[src/rtl/stack_pkg.sv]
// Shared definitions for the stack processor sequencer and control unit.
package stack_pkg;

  localparam int unsigned STATE_W = 3;
  localparam int unsigned LAT_W   = 4;

  // Sequencer state encoding; PAUSE exists only in single-step builds.
  typedef enum logic [STATE_W-1:0] {
    S_IDLE    = 3'd0,
    S_FETCH   = 3'd1,
    S_DECODE  = 3'd2,
    S_EXEC    = 3'd3,
    S_WAIT_IN = 3'd4,
    S_HALT    = 3'd5,
    S_PAUSE   = 3'd6
  } seq_state_t;

  localparam logic [15:0] OP_HALT  = 16'h0003;
  localparam logic [15:0] OP_GETIN = 16'h0004;

  // "No operation" codes for the control unit stack operation fields.
  localparam logic [2:0] STACKOP_NONE  = 3'd0;
  localparam logic [1:0] RSTACKOP_NONE = 2'd0;

endpackage

[src/rtl/seq_fetch_timer.sv]
// Loadable down-counter that times the instruction fetch window.
module seq_fetch_timer
  import stack_pkg::*;
#(
  parameter int unsigned MEM_LATENCY = 1
) (
  input  logic clk,
  input  logic reset,
  input  logic load,
  input  logic en,
  output logic done_c
);

  logic [LAT_W-1:0] count_q;

  // Load latency-1 on FETCH entry, then count down to zero while fetching.
  always_ff @(posedge clk or negedge reset) begin
    if (!reset) begin
      count_q <= '0;
    end else if (load) begin
      count_q <= LAT_W'(MEM_LATENCY - 1);
    end else if (en && (count_q != '0)) begin
      count_q <= count_q - LAT_W'(1);
    end
  end

  assign done_c = (count_q == '0);

endmodule

[src/rtl/stack_sequencer.sv]
// Multi-cycle fetch/decode/execute sequencer for the stack processor.
// Turns decoded control outputs into single-cycle write strobes, owns the
// getin input handshake, halt and the retired-instruction counter.
// Optional: define SEQ_SINGLE_STEP_EN to add the step input and PAUSE state.
module stack_sequencer
  import stack_pkg::*;
#(
  parameter int unsigned MEM_LATENCY = 1,
  parameter int unsigned CNT_W       = 32
) (
  input  logic             clk,
  input  logic             reset,
  input  logic             start,
`ifdef SEQ_SINGLE_STEP_EN
  input  logic             step,
`endif
  input  logic [15:0]      inst,
  input  logic [2:0]       ctl_stackOP,
  input  logic [1:0]       ctl_rStackOP,
  input  logic             ctl_MemWrite,
  input  logic             ctl_PCWrite,
  input  logic             in_valid,
  output logic             in_ready,
  output logic             mem_rd,
  output logic             ir_we,
  output logic             stack_en,
  output logic             rstack_en,
  output logic             mem_we,
  output logic             pc_we,
  output logic             halted,
  output logic [2:0]       state,
  output logic [CNT_W-1:0] retired
);

  // Where an instruction goes once it has completed.
`ifdef SEQ_SINGLE_STEP_EN
  localparam seq_state_t S_AFTER = S_PAUSE;
`else
  localparam seq_state_t S_AFTER = S_FETCH;
`endif

  seq_state_t       state_q;
  seq_state_t       state_d;
  logic             fetch_done_c;
  logic             timer_load_c;
  logic             is_halt_c;
  logic             is_getin_c;
  logic             retire_c;
  logic [CNT_W-1:0] retired_q;

  assign is_halt_c  = (inst == OP_HALT);
  assign is_getin_c = (inst == OP_GETIN);

  // Reload the fetch timer on every entry into FETCH.
  assign timer_load_c = (state_d == S_FETCH) && (state_q != S_FETCH);

  seq_fetch_timer #(
    .MEM_LATENCY(MEM_LATENCY)
  ) u_fetch_timer (
    .clk   (clk),
    .reset (reset),
    .load  (timer_load_c),
    .en    (state_q == S_FETCH),
    .done_c(fetch_done_c)
  );

  // State register.
  always_ff @(posedge clk or negedge reset) begin
    if (!reset) begin
      state_q <= S_IDLE;
    end else begin
      state_q <= state_d;
    end
  end

  // Next-state logic; unused encodings fall back to IDLE.
  always_comb begin
    state_d = state_q;
    case (state_q)
      S_IDLE:    if (start) state_d = S_FETCH;
      S_FETCH:   if (fetch_done_c) state_d = S_DECODE;
      S_DECODE: begin
        if (is_halt_c) begin
          state_d = S_HALT;
        end else if (is_getin_c) begin
          state_d = S_WAIT_IN;
        end else begin
          state_d = S_EXEC;
        end
      end
      S_EXEC:    state_d = S_AFTER;
      S_WAIT_IN: if (in_valid) state_d = S_AFTER;
      S_HALT:    state_d = S_HALT;
`ifdef SEQ_SINGLE_STEP_EN
      S_PAUSE:   if (step) state_d = S_FETCH;
`endif
      default:   state_d = S_IDLE;
    endcase
  end

  // Output decode: strobes exist only in FETCH, EXEC and the WAIT_IN handshake.
  always_comb begin
    mem_rd    = 1'b0;
    ir_we     = 1'b0;
    stack_en  = 1'b0;
    rstack_en = 1'b0;
    mem_we    = 1'b0;
    pc_we     = 1'b0;
    in_ready  = 1'b0;
    halted    = 1'b0;
    case (state_q)
      S_FETCH: begin
        mem_rd = 1'b1;
        ir_we  = fetch_done_c;
      end
      S_EXEC: begin
        stack_en  = (ctl_stackOP != STACKOP_NONE);
        rstack_en = (ctl_rStackOP != RSTACKOP_NONE);
        mem_we    = ctl_MemWrite;
        pc_we     = ctl_PCWrite;
      end
      S_WAIT_IN: begin
        in_ready = 1'b1;
        stack_en = in_valid;
        pc_we    = in_valid;
      end
      S_HALT:  halted = 1'b1;
      default: ;
    endcase
  end

  assign retire_c = (state_q == S_EXEC) || ((state_q == S_WAIT_IN) && in_valid);

  // Retired-instruction counter, wraps naturally at 2^CNT_W.
  always_ff @(posedge clk or negedge reset) begin
    if (!reset) begin
      retired_q <= '0;
    end else if (retire_c) begin
      retired_q <= retired_q + CNT_W'(1);
    end
  end

  assign state   = state_q;
  assign retired = retired_q;

endmodule

[config.mk]
export PLATFORM = sky130hd
export DESIGN_NAME = stack_sequencer
export DESIGN_NICKNAME = d
export VERILOG_FILES = /design/src/rtl/stack_pkg.sv /design/src/rtl/seq_fetch_timer.sv /design/src/rtl/stack_sequencer.sv
export SDC_FILE = /design/constraint.sdc
export NUM_CORES = 1
export LEC_CHECK = 0
export BUFFER_PORTS_ARGS = -buffer_cell sky130_fd_sc_hd__buf_4
export CAP_MARGIN = 10
export CORE_ASPECT_RATIO = 1.2
export CORE_MARGIN = 3
export CORE_UTILIZATION = 50
export CTS_CLUSTER_SIZE = 30
export DETAILED_ROUTE_END_ITERATION = 8
export GPL_ROUTABILITY_DRIVEN = 0
export PLACE_DENSITY_LB_ADDON = 0.1
export SYNTH_ARGS = -nofsm -noshare
export SYNTH_HDL_FRONTEND = slang
export SYNTH_SLANG_ARGS = --single-unit
export TNS_END_PERCENT = 20
[constraint.sdc]
create_clock -name clk -period 4.2 [get_ports clk]
set_clock_uncertainty 0.2 [all_clocks]
set_input_delay 1.05 -clock clk [delete_from_list [all_inputs] [get_ports clk]]
set_output_delay 1.05 -clock clk [all_outputs]
set_load 0.02 [all_outputs]
==> impl_metrics.tcl <==
set metrics [dict create \
    status "complete, no violations" \
    peakVddDrop_mv 0.2619 \
    cts_tree "yes" \
    cts.clk_slew.worst_paths_ns 0.07 \
    design.die.area_um2 5000 \
    grt_pass1_wl_mm 8.148 \
    antenna_cells 0 \
    cp_cell_sequence "nor3b_1 > nand2_1 > inv_1 > buf_4" \
    grt_max_degree 40 \
    worstSetupPathType "reg2out" \
    port_buffers 69 \
    period_share_pct 73.26 \
    ys_seq_elements 39 \
    setup_tns_ns 0 \
    synth_area_leaders "dfrtp_1 (47%), xnor2_1 (9.6%), nand4_1 (4.5%)" \
    relSlewSlack_pct 50.25 \
    critPathLaunchType "flip-flop" \
    synth_nets 238 \
    slew_viol_final 0 \
    drive_above_1_share_pct 30.00 \
    yosysTopAreaCell "dfrtp_1" \
    arrival_ns 1.83 \
    drc 0 \
    ctsHoldBuffers 0 \
    pre_cts_ws_ns 1.203 \
    firstDrtPassIters 4 \
    grt_setup_unrepaired "false" \
    max_stage_delay_ns 0.60 \
    grt_usage_pct 20.62 \
    via_count 1752 \
    rows 25 \
    area_growth_pct 31.16 \
    synth.avg_cell_area_um2 10.01 \
    crit_fanout 15 \
    final_common_cell "buf_4" \
    crit_required_ns 2.95 \
    die_x_um 65.05 \
    overflow 0 \
    finish.utilization_pct 69.07 \
    final_cell_mix "buf_4 (69), dfrtp_1 (39), xnor2_1 (23), nor2_1 (20), nand2_1 (16)" \
    p_leak_nw 1.220 \
    cts_root_buf "clkbuf_8" \
    synth_cells 209 \
    start_util_pct 52.66 \
    clockBufferDepth 2 \
    period_needed_ns 3.077 \
    yosysWarnings 0 \
    cp-end-kind "output port" \
    fin_ws_ns 1.123 \
    cap_violations 0 \
    drt-wirelength-per-cell_um 14.22 \
    final-hold-violation-count 0 \
    ys_seq_area_share_pct 46.65 \
    ant_nets 0 \
    nNetsFinal 308 \
    antenna_found_initial 0 \
    synth.distinct_cells 41 \
    clock_latency_ns 0.29 \
    htreeDepth 2 \
    avgViaCountPerCell 5.246 \
    powerDensity_nw_per_um2 449.2 \
    post_cts_buffers 0 \
    hold_path.class "reg2reg" \
    cp_slowest_cell "dfrtp_1" \
    cts_resized 0 \
    cts_made_buffers 5 \
    wl_mm 4.748 \
    setup_viol_count_final 0 \
    cts_sinks 39 \
    drt_iter0_drc 107 \
    die_h_um 76.86 \
    fmax_mhz 325.0 \
    netlist_area_um2 2092 \
    dp_hpwl_mm 3.426 \
    num_io_pins 70 \
    fillers 329 \
    grt_pass1_vias 1691 \
    worstMarginPinSlew_ns 0.7385 \
    synth_top_area_share_pct 46.65 \
    core_area_um2 3973 \
    totalPowerFinal_mw 1.233 \
]
flip-flops by register name, summed over array words and instances, names as in the netlist:
signal	count
u_fetch_timer.count_q	4
state	3
retired	32
stage by stage:
stage / area (um^2) / hold slack [ns] / std cells
2_1_floorplan: 2092 / 0.3236 / 209
3_3_place_gp: 2644 / 0.2614 / 326
3_5_place_dp: 2644 / 0.2687 / 326
4_1_cts: 2744 / 0.2781 / 334
5_1_grt: 2744 / 0.2814 / 334
6_report: 2744 / 0.2725 / 334
area by class of cell:
cell class	instances	area, um^2	area share (%)
multi-input combinational	153	1041	37.94
sequential	39	975.9	35.57
timing repair buffer	69	518.0	18.88
clock buffer	8	100.1	3.648
tap	54	67.56	2.462
inverter	11	41.29	1.505
critical path, delay by kind of cell (launching register included):
kind,cells,cell delay [ns]
and+or+nand+nor,2,0.71
DFF,1,0.60
buffers and inverters,2,0.23
cells in the mapped netlist:
cell type and instances:
a21o_1 1, ha_1 2, nand3_1 7, and3_1 2, nand4bb_1 1, nand3b_1 2, nor2_1 20, nand4_1 15
nor3_1 9, and3b_1 2, inv_1 11, xor2_1 10, nand4b_1 2, a221oi_1 1, or4_4 1, a211oi_2 2
nor4_1 3, a21oi_1 4, nand4_2 1, nand2_1 16, o2bb2ai_1 2, xnor2_1 23, nor2b_1 2, buf_6 1
nor4bb_1 1, o21ai_0 3, and2_1 2, a211oi_1 1, nor3b_1 3, nor4b_4 1, mux2i_1 1, dfrtp_1 39
nor4_2 1, nor3_2 2, and4_1 4, clkbuf_1 2, o31ai_1 2, nand2b_1 2, o22ai_1 1, o211ai_1 1
buf_2 3
metal layers:
metal,wire length [um],part of all wire (%),vias to the layer above,GRT usage (%)
met5,0,0,-,0
met4,66,1.4,0,8.091
met3,194,4.1,4,3.807
met2,2340,49,43,33.47
met1,2146,45,830,27.04
li1,-,-,875,-
power by group:
| group | total (mW) | switching (mW) | internal, mW |
|---|---|---|---|
| sequential | 0.514 | 0.0915 | 0.422 |
| combinational | 0.439 | 0.252 | 0.187 |
| clock | 0.279 | 0.130 | 0.150 |
| total | 1.23 | 0.473 | 0.760 |
cells by family (layout without fill, tap and decap cells):
group	Yosys count	count (layout)	synth area share [%]
multiplexers	1	1	0.4785
flip-flops	39	39	46.65
buffers and inverters	17	88	3.588
XOR/XNOR	33	33	13.82
AND/OR/NAND/NOR	99	99	28.05
adder cells (fa/ha/maj)	2	2	1.196
AO/OA/AOI/OAI	18	18	6.220
final timing paths:
check,from,end,slack (ns),cells past startpoint
worst max-delay path,state[0],ir_we,1.12,4
worst min-delay path,retired[31],retired[31],0.27,1
worst max register to register,state[0],retired[30],1.90,4
worst min register to register,retired[31],retired[31],0.27,1
max in group asynchronous,reset,retired[10],2.94,1
min in group asynchronous,reset,retired[8],0.51,1
Power figures use the tool's default switching activity.
